===== src/rtl/uart_cipher_bridge.sv =====
// UART front end for a block cipher engine: collects command+payload frames,
// loads keys or hands blocks to the engine, and serialises the engine result back out.
`timescale 1ns/1ps

module uart_cipher_bridge #(
    parameter int unsigned CLK_FREQ     = 50_000_000,
    parameter int unsigned BAUD         = 9600,
    parameter int unsigned BLOCK_BYTES  = 8,
    parameter int unsigned TIMEOUT_BITS = 20
) (
    input  logic                     clk,
    input  logic                     rst_n,
    input  logic                     uart_rx,
    output logic                     uart_tx,
    output logic [8*BLOCK_BYTES-1:0] key_out,
    output logic                     key_valid,
    output logic [8*BLOCK_BYTES-1:0] blk_data,
    output logic                     blk_mode,
    output logic                     blk_valid,
    input  logic                     blk_ready,
    input  logic [8*BLOCK_BYTES-1:0] res_data,
    input  logic                     res_valid,
    output logic                     err_frame,
    output logic                     err_cmd,
    output logic                     busy
);

    localparam int unsigned BIT_CNT = CLK_FREQ / BAUD;
    localparam int unsigned HALF    = BIT_CNT / 2;
    localparam int unsigned W       = 8 * BLOCK_BYTES;
    localparam int unsigned TO_CLKS = TIMEOUT_BITS * BIT_CNT;
    localparam int unsigned BC_W    = $clog2(BIT_CNT + 1);
    localparam int unsigned FB_W    = $clog2(BLOCK_BYTES + 1);
    localparam int unsigned TO_W    = $clog2(TO_CLKS + 1);

    typedef enum logic [1:0] {IDLE, START, DATA, STOP} rx_state_e;
    typedef enum logic [2:0] {COLLECT, DISPATCH, ISSUE, WAIT, SEND} top_state_e;

    // ---------------- RX synchroniser and byte receiver ----------------
    logic            rx_meta_q, rx_sync_q, rx_prev_q;
    rx_state_e       rx_state_q, rx_state_d;
    logic [BC_W-1:0] rx_clk_q, rx_clk_d;
    logic [2:0]      rx_bit_q, rx_bit_d;
    logic [7:0]      rx_shift_q, rx_shift_d;
    logic            rx_done_c, rx_bad_c;

    always_ff @(posedge clk or negedge rst_n) begin
        if (!rst_n) begin
            rx_meta_q  <= 1'b1;
            rx_sync_q  <= 1'b1;
            rx_prev_q  <= 1'b1;
            rx_state_q <= IDLE;
            rx_clk_q   <= '0;
            rx_bit_q   <= '0;
            rx_shift_q <= '0;
        end else begin
            rx_meta_q  <= uart_rx;
            rx_sync_q  <= rx_meta_q;
            rx_prev_q  <= rx_sync_q;
            rx_state_q <= rx_state_d;
            rx_clk_q   <= rx_clk_d;
            rx_bit_q   <= rx_bit_d;
            rx_shift_q <= rx_shift_d;
        end
    end

    // Start bit is re-checked at half a bit; every later sample is a full bit apart.
    always_comb begin : rx_next
        rx_state_d = rx_state_q;
        rx_clk_d   = rx_clk_q;
        rx_bit_d   = rx_bit_q;
        rx_shift_d = rx_shift_q;
        rx_done_c  = 1'b0;
        rx_bad_c   = 1'b0;
        case (rx_state_q)
            IDLE: begin
                rx_clk_d = '0;
                rx_bit_d = '0;
                if (rx_prev_q && !rx_sync_q) rx_state_d = START;
            end
            START: begin
                if (rx_clk_q == BC_W'(HALF - 1)) begin
                    rx_clk_d   = '0;
                    rx_state_d = rx_sync_q ? IDLE : DATA;
                end else begin
                    rx_clk_d = rx_clk_q + 1'b1;
                end
            end
            DATA: begin
                if (rx_clk_q == BC_W'(BIT_CNT - 1)) begin
                    rx_clk_d   = '0;
                    rx_shift_d = {rx_sync_q, rx_shift_q[7:1]};
                    rx_bit_d   = rx_bit_q + 1'b1;
                    if (rx_bit_q == 3'd7) rx_state_d = STOP;
                end else begin
                    rx_clk_d = rx_clk_q + 1'b1;
                end
            end
            STOP: begin
                if (rx_clk_q == BC_W'(BIT_CNT - 1)) begin
                    rx_clk_d   = '0;
                    rx_state_d = IDLE;
                    rx_done_c  = rx_sync_q;
                    rx_bad_c   = !rx_sync_q;
                end else begin
                    rx_clk_d = rx_clk_q + 1'b1;
                end
            end
            default: rx_state_d = IDLE;
        endcase
    end

    // ---------------- frame control, engine handshake and TX ----------------
    top_state_e      state_q, state_d;
    logic [FB_W-1:0] fcnt_q, fcnt_d;
    logic [7:0]      cmd_q, cmd_d;
    logic [W-1:0]    payload_q, payload_d;
    logic [TO_W-1:0] to_cnt_q, to_cnt_d;
    logic [W-1:0]    key_q, key_d;
    logic            key_valid_q, key_valid_d;
    logic [W-1:0]    blk_data_q, blk_data_d;
    logic            blk_mode_q, blk_mode_d;
    logic            blk_valid_q, blk_valid_d;
    logic            err_frame_q, err_frame_d;
    logic            err_cmd_q, err_cmd_d;
    logic            busy_q, busy_d;
    logic [W-1:0]    tx_data_q, tx_data_d;
    logic [BC_W-1:0] tx_clk_q, tx_clk_d;
    logic [3:0]      tx_bit_q, tx_bit_d;
    logic [FB_W-1:0] tx_byte_q, tx_byte_d;
    logic            uart_tx_q, uart_tx_d;
    logic [7:0]      cur_byte_c;

    assign cur_byte_c = tx_data_q[W-1 -: 8];

    always_ff @(posedge clk or negedge rst_n) begin
        if (!rst_n) begin
            state_q     <= COLLECT;
            fcnt_q      <= '0;
            cmd_q       <= '0;
            payload_q   <= '0;
            to_cnt_q    <= '0;
            key_q       <= '0;
            key_valid_q <= 1'b0;
            blk_data_q  <= '0;
            blk_mode_q  <= 1'b0;
            blk_valid_q <= 1'b0;
            err_frame_q <= 1'b0;
            err_cmd_q   <= 1'b0;
            busy_q      <= 1'b0;
            tx_data_q   <= '0;
            tx_clk_q    <= '0;
            tx_bit_q    <= '0;
            tx_byte_q   <= '0;
            uart_tx_q   <= 1'b1;
        end else begin
            state_q     <= state_d;
            fcnt_q      <= fcnt_d;
            cmd_q       <= cmd_d;
            payload_q   <= payload_d;
            to_cnt_q    <= to_cnt_d;
            key_q       <= key_d;
            key_valid_q <= key_valid_d;
            blk_data_q  <= blk_data_d;
            blk_mode_q  <= blk_mode_d;
            blk_valid_q <= blk_valid_d;
            err_frame_q <= err_frame_d;
            err_cmd_q   <= err_cmd_d;
            busy_q      <= busy_d;
            tx_data_q   <= tx_data_d;
            tx_clk_q    <= tx_clk_d;
            tx_bit_q    <= tx_bit_d;
            tx_byte_q   <= tx_byte_d;
            uart_tx_q   <= uart_tx_d;
        end
    end

    always_comb begin : top_next
        state_d     = state_q;
        fcnt_d      = fcnt_q;
        cmd_d       = cmd_q;
        payload_d   = payload_q;
        to_cnt_d    = to_cnt_q;
        key_d       = key_q;
        key_valid_d = 1'b0;
        blk_data_d  = blk_data_q;
        blk_mode_d  = blk_mode_q;
        blk_valid_d = blk_valid_q;
        err_frame_d = 1'b0;
        err_cmd_d   = 1'b0;
        busy_d      = busy_q;
        tx_data_d   = tx_data_q;
        tx_clk_d    = tx_clk_q;
        tx_bit_d    = tx_bit_q;
        tx_byte_d   = tx_byte_q;
        uart_tx_d   = uart_tx_q;
        case (state_q)
            // Bytes only count here; the idle timer runs only on a partial frame.
            COLLECT: begin
                if (rx_done_c) begin
                    to_cnt_d = '0;
                    if (fcnt_q == '0) cmd_d = rx_shift_q;
                    else              payload_d = W'({payload_q, rx_shift_q});
                    if (fcnt_q == FB_W'(BLOCK_BYTES)) begin
                        fcnt_d  = '0;
                        state_d = DISPATCH;
                    end else begin
                        fcnt_d = fcnt_q + 1'b1;
                    end
                end else if (rx_bad_c) begin
                    err_frame_d = 1'b1;
                    fcnt_d      = '0;
                    to_cnt_d    = '0;
                end else if (fcnt_q != '0 && rx_state_q == IDLE) begin
                    if (to_cnt_q == TO_W'(TO_CLKS - 1)) begin
                        err_frame_d = 1'b1;
                        fcnt_d      = '0;
                        to_cnt_d    = '0;
                    end else begin
                        to_cnt_d = to_cnt_q + 1'b1;
                    end
                end else begin
                    to_cnt_d = '0;
                end
            end
            DISPATCH: begin
                state_d = COLLECT;
                case (cmd_q)
                    8'hFF: begin
                        key_d       = payload_q;
                        key_valid_d = 1'b1;
                    end
                    8'h0F, 8'hF0: begin
                        state_d     = ISSUE;
                        blk_data_d  = payload_q;
                        blk_mode_d  = (cmd_q == 8'hF0);
                        blk_valid_d = 1'b1;
                        busy_d      = 1'b1;
                    end
                    default: err_cmd_d = 1'b1;
                endcase
            end
            ISSUE: begin
                if (blk_ready) begin
                    blk_valid_d = 1'b0;
                    state_d     = WAIT;
                end
            end
            WAIT: begin
                if (res_valid) begin
                    tx_data_d = res_data;
                    tx_clk_d  = '0;
                    tx_bit_d  = '0;
                    tx_byte_d = '0;
                    uart_tx_d = 1'b0;
                    state_d   = SEND;
                end
            end
            // Bit 0 is start, 1..8 data LSB first, 9 stop; next level is registered at bit end.
            SEND: begin
                if (tx_clk_q == BC_W'(BIT_CNT - 1)) begin
                    tx_clk_d = '0;
                    if (tx_bit_q == 4'd9) begin
                        if (tx_byte_q == FB_W'(BLOCK_BYTES - 1)) begin
                            uart_tx_d = 1'b1;
                            busy_d    = 1'b0;
                            state_d   = COLLECT;
                        end else begin
                            tx_byte_d = tx_byte_q + 1'b1;
                            tx_bit_d  = '0;
                            tx_data_d = W'({tx_data_q, 8'h00});
                            uart_tx_d = 1'b0;
                        end
                    end else begin
                        tx_bit_d  = tx_bit_q + 1'b1;
                        uart_tx_d = (tx_bit_q == 4'd8) ? 1'b1 : cur_byte_c[tx_bit_q[2:0]];
                    end
                end else begin
                    tx_clk_d = tx_clk_q + 1'b1;
                end
            end
            default: state_d = COLLECT;
        endcase
    end

    assign uart_tx   = uart_tx_q;
    assign key_out   = key_q;
    assign key_valid = key_valid_q;
    assign blk_data  = blk_data_q;
    assign blk_mode  = blk_mode_q;
    assign blk_valid = blk_valid_q;
    assign err_frame = err_frame_q;
    assign err_cmd   = err_cmd_q;
    assign busy      = busy_q;

endmodule

===== config.mk =====
export PLATFORM = sky130hd
export DESIGN_NAME = uart_cipher_bridge
export DESIGN_NICKNAME = d
export VERILOG_FILES = /design/src/rtl/uart_cipher_bridge.sv
export SDC_FILE = /design/constraint.sdc
export NUM_CORES = 1
export LEC_CHECK = 0
export ABC_CLOCK_PERIOD_IN_PS = 3450
export BUFFER_PORTS_ARGS = -buffer_cell sky130_fd_sc_hd__buf_2
export CORE_MARGIN = 2
export CORE_UTILIZATION = 25
export CTS_CLUSTER_DIAMETER = 80
export DETAILED_ROUTE_END_ITERATION = 8
export GPL_ROUTABILITY_DRIVEN = 0
export PLACE_DENSITY = 0.51
export SYNTH_ARGS = -nofsm -noshare
export SYNTH_HDL_FRONTEND = slang
export SYNTH_SLANG_ARGS = --single-unit

===== constraint.sdc =====
create_clock -name clk -period 3.45 [get_ports clk]
set_input_delay 0.1725 -clock clk [delete_from_list [all_inputs] [get_ports clk]]
set_output_delay 0.1725 -clock clk [all_outputs]
set_load 0.005 [all_outputs]

==> metrics.md, run 1 <==
| Metric | Value |
|---|---|
| Share of cells above drive strength 1 | 33.44% |
| DR vias | 10232 |
| Antenna Cells | 0 |
| Storage element area | 8638 um^2 |
| Aggregate global-route resource usage | 12.23% |
| Final period util | 84.30% |
| Clock Path Buffers | 3 |
| CP Capture Type | register |
| Vias in the first global route | 10323 |
| Port Buffer Count | 203 |
| Area grow syn2layout | 26.45% |
| Syn nets | 1282 |
| Clock Pin Slew Worst Setup and Hold Paths | 60 ps |
| FILL cells | 5788 |
| Pwr per Cell Area | 468.3 nW/um^2 |
| Syn Inst Count | 1202 |
| Worst Tran Pin Value | 990.7 ps |
| Highest-count cells in the layout ignoring fill and taps | dfrtp_1 (341), buf_2 (202), mux2_2 (197) |
| Post-Route Utilization | 31.88% |
| Crit-path slowest cell | or4_1 |
| WP data arrival | 3380 ps |
| Grt ovf | 0 |
| Vias/cell | 4.527 |
| Class of the worst hold path | in2reg |
| Finish-stage setup viols | 0 |
| Yosys warns | 0 |
| Number of library cell types mapped by synthesis | 64 |
| Initial DRC count | 511 |
| Final setup TNS | 0 ps |
| Finished Layout Cells | 2260 |
| I/O pin total | 204 |
| Pin count of the biggest net entering global routing | 101 |
| Dpl hpwl | 23950 um |
| Global-route wire length before repair | 58710 um |
| # clock sinks | 345 |
| Max IR drop VDD | 0.0002494 V |
| Drt total wl | 36650 um |
| Critical setup path kind | reg2reg |
| Num CTS Buffers | 41 |
| Combined area of the multi-input logic cells | 5502 um^2 |
| Max Fclk | 343.9 MHz |
| Syn Area/Cell | 12.08 um^2 |
| Horiz. Die Dim | 245.0 um |
| Critical Path RT | 3920 ps |
| Floorplan core area | 57590 um^2 |
| Synth Register Bits | 345 |
| Post-synth ARST share | 100.0% |
| Worst-path fanout max | 20 |
| Initial DRT Pass Iterations | 4 |
| Final hold violations | 0 |
| Slew Viols, Final | 0 |
| Relative slew slack | 33.95% |
| Buf/Inv on CP | 0 |
| H-tree levels | 2 |
| CP startpoint kind | register |
| Hold Slack | 131.9 ps |
| Family with the most delay on the worst path | simple AND/OR/NAND/NOR gates |
| MaxCap Viol Count | 0 |
| Max Clock Skew | 16.82 ps |
| Tmin final | 2908 ps |
| P_leak | 9.122 nW |
| Post-route ant nets | 0 |
| WL/cell | 16.21 um |
| Die ar. | 60020 um^2 |
| RSZ-0062 raised after global routing | false |
| Layout Nets | 1547 |
| CTS root buf | clkbuf_16 |
| Placed insts | 2122 |
| Mapped cell area | 14520 um^2 |
| Most common cell after layout, fill and taps aside | dfrtp_1 |
| Worst-Skew Late Latency | 550 ps |
| Setup bufs post-CTS | 0 |
| Residual DRC count | 0 |
| Rows | 88 |
| Initial antenna violation count | 0 |
| Sequential fraction of the synthesis area | 59.50% |
| Starting utilization of the core area | 25.21% |
| Worst path cell trace | or3_1, or4_1, nor2_2, o21ai_0, a31oi_1 |
| Post-synth EDFFs | 0 |
| Predominant post-synthesis flop cell | dfrtp_1 |
| Max incr delay on CP | 740 ps |
| Status | finished, final reports clean |
| CTS tree | yes |
| Die height | 245.0 um |
-- tightest hold or removal path: stages --
cell	delay, ps
buf_2	90
nor2b_1	170
a21bo_2	150
o21ai_0	60
-- power breakdown --
| group | switching, mW | leakage, nW | internal (mW) | total (mW) |
|---|---|---|---|---|
| registers | 0.0414 | 4.71 | 4.08 | 4.12 |
| logic | 0.159 | 3.77 | 0.131 | 0.290 |
| clock network | 1.71 | 0.642 | 2.48 | 4.18 |
| total | 1.91 | 9.12 | 6.69 | 8.60 |
-- area by class of cell --
cell class                      instances  share of cell area (%)
Timing Repair Buffer                  286                   10.30
Clock inverter                         14                  0.6543
Tap cell                              765                   5.214
Inverter                               17                  0.3476
Sequential cell                       345                   47.05
Clock buffer                           57                   6.461
Multi-Input combinational cell        776                   29.97
-- synthesized netlist by cell type, types with 4 or more instances --
cell type,instances,area (um^2)
dfrtp_1,341,8533
mux2_2,197,2218
nand2_1,153,574.3
nor2_1,103,386.6
a31oi_1,62,387.9
o21ai_0,57,285.3
clkbuf_1,30,112.6
buf_2,23,115.1
nand3_1,20,100.1
a22o_1,17,148.9
inv_1,17,63.81
nand4_1,17,106.4
nor3_1,16,80.08
a21oi_1,13,65.06
mux2_1,12,135.1
ha_1,11,137.6
buf_6,9,101.4
xor2_1,9,78.83
or3_1,7,43.79
nor2b_1,5,31.28
nor3b_1,5,37.54
nor4_1,5,31.28
xnor2_1,5,43.79
dfstp_2,4,105.1
nand4b_1,4,35.03
o21a_1,4,30.03
o31ai_1,4,30.03
or4_1,4,30.03
-- repair_timing --
action / in CTS / in global routing
gates resized for setup: 0 / 0
hold buffers: 67 / 0
endpoints found under the hold margin: 162 / 0
-- cells by family (layout without fill, tap and decap cells) --
logic type | count (synthesis) | count (layout) | synth area share (%)
muxes | 211 | 211 | 16.52
xor gates and xnor gates | 14 | 14 | 0.8446
AOI/OAI and AO/OA | 174 | 174 | 7.601
DFF | 345 | 345 | 59.50
adders and majority gates | 11 | 11 | 0.9479
and+or+nand+nor | 366 | 366 | 11.81
buffers and inverters | 81 | 374 | 2.784
-- per-stage QoR --
stage                     worst slack (ps)  cell area, um^2  power, mW
after floorplan                       1161            14520      4.267
after global placement               579.6            16380      4.424
after detailed placement             555.2            16380      4.428
after CTS                            557.8            18360      8.763
after global routing                 351.5            18360      8.977
final                                541.8            18360      8.597
-- worst paths after layout --
kind | start | endpoint | slack [ps] | cells past startpoint
max | state_q[2]$_DFFE_PN0P_ | to_cnt_q[9]$_DFFE_PN0P_ | 540 | 5
min | blk_ready | blk_valid$_DFFE_PN0P_ | 130 | 4
max reg2reg | state_q[2]$_DFFE_PN0P_ | to_cnt_q[9]$_DFFE_PN0P_ | 540 | 5
min reg2reg | rx_meta_q$_DFF_PN1_ | rx_sync_q$_DFF_PN1_ | 360 | 0
max in group asynchronous | rst_n | payload_q[23]$_DFFE_PN0P_ | 2210 | 3
min in group asynchronous | rst_n | blk_data[42]$_DFFE_PN0P_ | 270 | 2
-- sequential cells by signal, summed over array words and instances, names as in the netlist, 3 cells and up, named ones only --
signal	flops
cmd_q	8
tx_bit_q	4
state_q	3
rx_clk_q	13
blk_data	64
fcnt_q	4
rx_bit_q	3
tx_byte_q	4
tx_data_q	64
tx_clk_q	13
payload_q	64
rx_shift_q	8
to_cnt_q	17
key_out	64
-- metal layers --
layer | GRT usage [%] | vias to the layer above | routed length, um
met4 | 4.232 | 0 | 954
li1 | - | 4803 | -
met3 | 2.974 | 64 | 1911
met2 | 19.49 | 206 | 17150
met1 | 16.22 | 5159 | 16630
met5 | 0 | - | 0
Power figures use the tool's default switching activity.
==> run 2, diff against run 1 <==
--- a/config.mk
+++ b/config.mk
@@ -5,14 +5,14 @@
 export SDC_FILE = /design/constraint.sdc
 export NUM_CORES = 1
 export LEC_CHECK = 0
-export ABC_CLOCK_PERIOD_IN_PS = 3450
+export ABC_CLOCK_PERIOD_IN_PS = 2650
 export BUFFER_PORTS_ARGS = -buffer_cell sky130_fd_sc_hd__buf_2
 export CORE_MARGIN = 2
 export CORE_UTILIZATION = 25
 export CTS_CLUSTER_DIAMETER = 80
 export DETAILED_ROUTE_END_ITERATION = 8
 export GPL_ROUTABILITY_DRIVEN = 0
-export PLACE_DENSITY = 0.51
+export PLACE_DENSITY = 0.53
 export SYNTH_ARGS = -nofsm -noshare
 export SYNTH_HDL_FRONTEND = slang
 export SYNTH_SLANG_ARGS = --single-unit
==> constraint.sdc (replaced) <==
create_clock -name clk -period 2.65 [get_ports clk]
set_input_delay 0.1325 -clock clk [delete_from_list [all_inputs] [get_ports clk]]
set_output_delay 0.1325 -clock clk [all_outputs]
set_load 0.005 [all_outputs]
==> metrics.md, run 2 (same netlist as run 1, synthesis figures left out) <==
| Metric | Value |
|---|---|
| Buf/Inv on CP | 0 (unchanged) |
| Final setup TNS | 0 ps (unchanged) |
| Status | finished, final reports clean |
| GR Util met3 | 2.624% (-0.35 points) |
| Tmin final | 2425 ps (-483.1 ps) |
| Critical setup path kind | reg2reg |
| Clock Pin Slew Worst Setup and Hold Paths | 60 ps (about the same) |
| FILL cells | 5779 (-0.16%) |
| Max incr delay on CP | 480 ps (-260 ps) |
| Critical Path RT | 3080 ps (-840 ps) |
| Rows | 88 (unchanged) |
| Family with the most delay on the worst path | simple AND/OR/NAND/NOR gates |
| Antenna Cells | 0 (unchanged) |
| P_leak | 9.271 nW (+1.6%) |
| # clock sinks | 345 (unchanged) |
| CP Capture Type | register |
| Layout Nets | 1570 (+1.5%) |
| Initial antenna violation count | 2 (+2) |
| WL/cell | 16.08 um (-0.80%) |
| Port Buffer Count | 203 (unchanged) |
| Max Clock Skew | 22.09 ps (+5.271 ps) |
| Pin count of the biggest net entering global routing | 95 (-5.9%) |
| Grt ovf | 0 (unchanged) |
| Num CTS Buffers | 41 (unchanged) |
| Drt total wl | 36720 um (+0.21%) |
| I/O pin total | 204 (unchanged) |
| Area grow syn2layout | 28.51% |
| Relative slew slack | 45.35% (+11 points) |
| Hold Slack | 80.10 ps (-51.76 ps) |
| WP data arrival | 2860 ps (-520 ps) |
| Placed insts | 2145 (+1.1%) |
| Class of the worst hold path | in2reg |
| Slew Viols, Final | 0 (unchanged) |
| Crit-path slowest cell | dfrtp_1 |
| Vias/cell | 4.538 (+0.24%) |
| Clock Path Buffers | 3 (unchanged) |
| Residual DRC count | 0 (unchanged) |
| Pwr per Cell Area | 606.9 nW/um^2 (+30%) |
| Final hold violations | 0 (unchanged) |
| Most common cell after layout, fill and taps aside | dfrtp_1 |
| Worst Tran Pin Value | 819.7 ps (-171.0 ps) |
| DR vias | 10361 (+1.3%) |
| Most Crowded Layer GR | met2 |
| Die ar. | 60020 um^2 (unchanged) |
| CTS root buf | clkbuf_16 |
| Dpl hpwl | 25210 um (+5.3%) |
| Post-route ant nets | 0 (unchanged) |
| RSZ-0062 raised after global routing | false |
| Floorplan core area | 57590 um^2 (unchanged) |
| Finished Layout Cells | 2283 (+1.0%) |
| Final period util | 91.51% (+7.2 points) |
| Post-Route Utilization | 32.40% (+0.52 points) |
| CP startpoint kind | register |
| Worst-Skew Late Latency | 550 ps (about the same) |
| Max IR drop VDD | 0.0003975 V (+59%) |
| Initial DRT Pass Iterations | 5 (+1) |
| Highest-count cells in the layout ignoring fill and taps | dfrtp_1 (341), buf_2 (202), mux2_2 (197) |
| Worst path cell trace | or3_1, or3_4, nor2_1, nand2_1, mux2_2 |
| Aggregate global-route resource usage | 12.27% (+0.033 points) |
| Met1 Use GR | 16.34% (+0.12 points) |
| Die height | 245.0 um (unchanged) |
| Finish-stage setup viols | 0 (unchanged) |
| Vias in the first global route | 10634 (+3.0%) |
| Max Fclk | 412.4 MHz (+20%) |
| Initial DRC count | 622 (+22%) |
| Horiz. Die Dim | 245.0 um (unchanged) |
| Starting utilization of the core area | 25.21% (unchanged) |
| Worst-path fanout max | 11 (-45%) |
| H-tree levels | 2 (unchanged) |
| Share of cells above drive strength 1 | 33.99% (+0.55 points) |
| MaxCap Viol Count | 0 (unchanged) |
| Global-route wire length before repair | 59440 um (+1.2%) |
| CTS tree | yes |
| Grt met2 use | 19.81% (+0.32 points) |
## run 2: cell types whose count changed in the layout (fill, tap and decap cells not counted), sizes merged
cell,before,now
buf,219,242
bufinv,1,3
clkinvlp,3,1
clkinv,6,2
clkbuf,57,61
## run 2: routing by layer
metal	up-vias	routed length, um
li1	4852	-
met2	221	17290
met4	0	851
met5	-	0
met3	60	1822
met1	5228	16760
## run 2: tightest hold or removal path, stage by stage
cell     delay (ps)
buf_2            90
nor2b_1         160
a21bo_2         140
o21ai_0          60
## run 2: power breakdown
group / total [mW] / switching (mW) / internal, mW
logic: 0.408 / 0.220 / 0.188
clock network: 5.56 / 2.20 / 3.35
registers: 5.36 / 0.0450 / 5.31
## run 2: path summary, 6_finish.rpt
path	to	cells after the start	from	slack [ps]
worst max-delay path	cmd_q[1]$_DFFE_PN0P_	5	state_q[1]$_DFFE_PN0P_	220
worst min-delay path	blk_valid$_DFFE_PN0P_	4	blk_ready	80
worst max register to register	cmd_q[1]$_DFFE_PN0P_	5	state_q[1]$_DFFE_PN0P_	220
worst min register to register	rx_sync_q$_DFF_PN1_	0	rx_meta_q$_DFF_PN1_	350
max in group asynchronous	rx_prev_q$_DFF_PN1_	3	rst_n	1570
min in group asynchronous	blk_data[52]$_DFFE_PN0P_	2	rst_n	240
## run 2: stage by stage
step / cell area, um^2 / total power, mW / setup WS [ps]
global placement: 16670 / 5.780 / 292.1
floorplan: 14520 / 5.555 / 360.9
detailed placement: 16670 / 5.789 / 257.8
CTS: 18660 / 11.53 / 218.0
global route: 18660 / 11.80 / 85.86
finish: 18660 / 11.32 / 224.9
## run 2: timing repair
item / CTS / global route
endpoints found under the hold margin: 149 / 0
gates resized for setup: 0 / 0
setup buffers: 0 / 0
hold buffers: 67 / 0
## run 2: area by class of cell
cell class              instances  area [um^2]  area share (%)
flip-flops and latches        345         8638           46.30
multi-input cells             776         5502           29.49
repair buffers                309         2177           11.67
clock buffers                  61         1171           6.277
well taps                     765        957.2           5.130
clock inverters                10        148.9          0.7980
inverters                      17        63.81          0.3420
==> run 3, diff against run 2 <==
--- a/config.mk
+++ b/config.mk
@@ -7,12 +7,14 @@
 export LEC_CHECK = 0
 export ABC_CLOCK_PERIOD_IN_PS = 2650
 export BUFFER_PORTS_ARGS = -buffer_cell sky130_fd_sc_hd__buf_2
+export CELL_PAD_IN_SITES_DETAIL_PLACEMENT = 0
+export CELL_PAD_IN_SITES_GLOBAL_PLACEMENT = 1
 export CORE_MARGIN = 2
 export CORE_UTILIZATION = 25
 export CTS_CLUSTER_DIAMETER = 80
 export DETAILED_ROUTE_END_ITERATION = 8
 export GPL_ROUTABILITY_DRIVEN = 0
-export PLACE_DENSITY = 0.53
+export PLACE_DENSITY = 0.6
 export SYNTH_ARGS = -nofsm -noshare
 export SYNTH_HDL_FRONTEND = slang
 export SYNTH_SLANG_ARGS = --single-unit
==> metrics.md, run 3 (same netlist as run 1, synthesis figures left out) <==
| Metric | Value |
|---|---|
| Aggregate global-route resource usage | 12.44% (+0.17 points) |
| Highest-count cells in the layout ignoring fill and taps | dfrtp_1 (341), buf_2 (202), mux2_2 (197) |
| P_leak | 9.283 nW (+0.13%) |
| Critical Path RT | 3120 ps (+40 ps) |
| Share of total power in the clock network | 49.7% (+0.6 points) |
| Combinational Power Share | 3.6% (about the same) |
| Crit path launch | tx_clk_q[7]$_DFFE_PN0P_ |
| Sequential power share | 46.7% (-0.6 points) |
| Post-route setup slack | 268.3 ps (+43.45 ps) |
| H-tree levels | 2 (unchanged) |
| Most common cell after layout, fill and taps aside | dfrtp_1 |
| Final period util | 89.87% (-1.6 points) |
| Internal Pwr Total | 8.906 mW (+0.57%) |
| Die ar. | 60020 um^2 (unchanged) |
| # clock sinks | 345 (unchanged) |
| Hold Path Origin | blk_ready |
| Final setup TNS | 0 ps (unchanged) |
| Tmin final | 2382 ps (-43.45 ps) |
| Vias/cell | 4.519 (-0.43%) |
| Status | finished, final reports clean |
| DR vias | 10335 (-0.25%) |
| Clock Path Buffers | 3 (unchanged) |
| Max Fclk | 419.9 MHz (+1.8%) |
| Setup bufs post-CTS | 0 (unchanged) |
| Antenna Cells | 0 (unchanged) |
| Num CTS Buffers | 41 (unchanged) |
| Final hold violations | 0 (unchanged) |
| Critical setup path kind | reg2reg |
| CTS root buf | clkbuf_16 |
| RSZ-0062 raised after global routing | false |
| Share of cells above drive strength 1 | 34.49% (+0.50 points) |
| Vias in the first global route | 10635 (+0.0094%) |
| Clock Pin Slew Worst Setup and Hold Paths | 60 ps (about the same) |
| Worst path cell trace | or4b_2, nor4_2, o21ba_4, buf_12, nor2_1, a31oi_1 |
| Drt total wl | 37520 um (+2.2%) |
| Crit-path slowest cell | or4b_2 |
| MaxCap Viol Count | 0 (unchanged) |
| Post-cts sizing count | 0 (unchanged) |
| Placed insts | 2145 (unchanged) |
| Initial DRC count | 556 (-11%) |
| Rows | 88 (unchanged) |
| Floorplan core area | 57590 um^2 (unchanged) |
| Dpl hpwl | 25280 um (+0.27%) |
| Grt ovf | 0 (unchanged) |
| Horiz. Die Dim | 245.0 um (unchanged) |
| CP startpoint kind | register |
| Worst-path fanout max | 64 (+53) |
| Post-route ant nets | 0 (unchanged) |
| Die height | 245.0 um (unchanged) |
| Max Clock Skew | 34.18 ps (+12.09 ps) |
| WL/cell | 16.41 um (+2.0%) |
| Layout Nets | 1570 (unchanged) |
| Finish-stage setup viols | 0 (unchanged) |
| I/O pin total | 204 (unchanged) |
| Finished Layout Cells | 2287 (+0.18%) |
| Dpl ws | 284.2 ps (+26.40 ps) |
| WP data arrival | 2860 ps (about the same) |
| Max IR drop VDD | 0.0003867 V (-2.7%) |
| CTS tree | yes |
| Worst-Skew Late Latency | 570 ps (+20 ps) |
| FF-to-FF Start | tx_clk_q[7]$_DFFE_PN0P_ |
| Starting utilization of the core area | 25.21% (unchanged) |
| Relative slew slack | 50.36% (+5.0 points) |
| CP Capture Type | register |
| Hold buffer count at CTS | 67 (unchanged) |
| Port Buffer Count | 203 (unchanged) |
| Max incr delay on CP | 760 ps (+280 ps) |
| Residual DRC count | 0 (unchanged) |
| NetSw | 2.563 mW (+3.8%) |
| Initial antenna violation count | 1 (-1) |
| Switch share | 22.35% (+0.55 points) |
| Pwr per Cell Area | 615.1 nW/um^2 (+1.4%) |
| Initial DRT Pass Iterations | 5 (unchanged) |
| Global-route wire length before repair | 59950 um (+0.86%) |
| Class of the worst hold path | in2reg |
| Worst Tran Pin Value | 737.8 ps (-81.92 ps) |
| Slew Viols, Final | 0 (unchanged) |
| Area grow syn2layout | 28.42% (about the same) |
| Pin count of the biggest net entering global routing | 70 (-26%) |
run 3: cell types whose count changed in the layout (fill, tap and decap cells not counted), sizes merged:
cell      change
bufinv        -1
clkbuf        -1
clkinv        +7
clkinvlp      +1
inv           -2
run 3: final cells by class:
type | instances | area (um^2)
inverters | 17 | 63.81
repair buffers | 309 | 2102
well taps | 765 | 957.2
clock buffers | 60 | 1219
multi-input cells | 776 | 5502
flip-flops and latches | 345 | 8638
clock inverters | 15 | 163.9
fillers | 5839 | 38940
run 3: layer usage:
| layer | routed length [um] | GRT usage (%) |
|---|---|---|
| met3 | 1552 | 2.307 |
| met2 | 17830 | 20.37 |
| met1 | 17190 | 16.51 |
| met5 | 0 | 0 |
| met4 | 951 | 4.197 |
run 3: critical path, delay by kind of cell (launching register included):
family	cells	cell delay (ps)
flops	1	420
compound gates	2	410
simple gates	3	1170
buf+inv	1	260
run 3: stage by stage:
stage	utilization (%)	hold WS [ps]	total power, mW	cell area [um^2]
final	32.38	68.57	11.47	18650
after global routing	32.38	90.24	11.94	18650
after CTS	32.38	41.99	11.68	18650
after detailed placement	28.81	156.9	5.791	16590
after global placement	28.81	147.6	5.784	16590
after floorplan	-	-163.1	5.555	14520
run 3: worst paths after layout:
| kind | slack, ps | cells after the start | end |
|---|---|---|---|
| setup / recovery | 270 | 6 | tx_data_q[38]$_DFFE_PN0P_ |
| hold / removal | 70 | 4 | blk_valid$_DFFE_PN0P_ |
| setup reg to reg | 270 | 6 | tx_data_q[38]$_DFFE_PN0P_ |
| hold reg to reg | 360 | 0 | rx_sync_q$_DFF_PN1_ |
| max in group asynchronous | 1670 | 3 | payload_q[22]$_DFFE_PN0P_ |
| min in group asynchronous | 130 | 2 | tx_data_q[41]$_DFFE_PN0P_ |
run 3: power by group through the flow:
stage / Clock, mW / Sequential (mW) / Combinational [mW]
2_1_floorplan: 0 / 5.44 / 0.112
3_3_place_gp: 0 / 5.45 / 0.337
3_5_place_dp: 0 / 5.45 / 0.340
4_1_cts: 5.90 / 5.35 / 0.421
5_1_grt: 6.12 / 5.36 / 0.466
6_report: 5.71 / 5.36 / 0.408
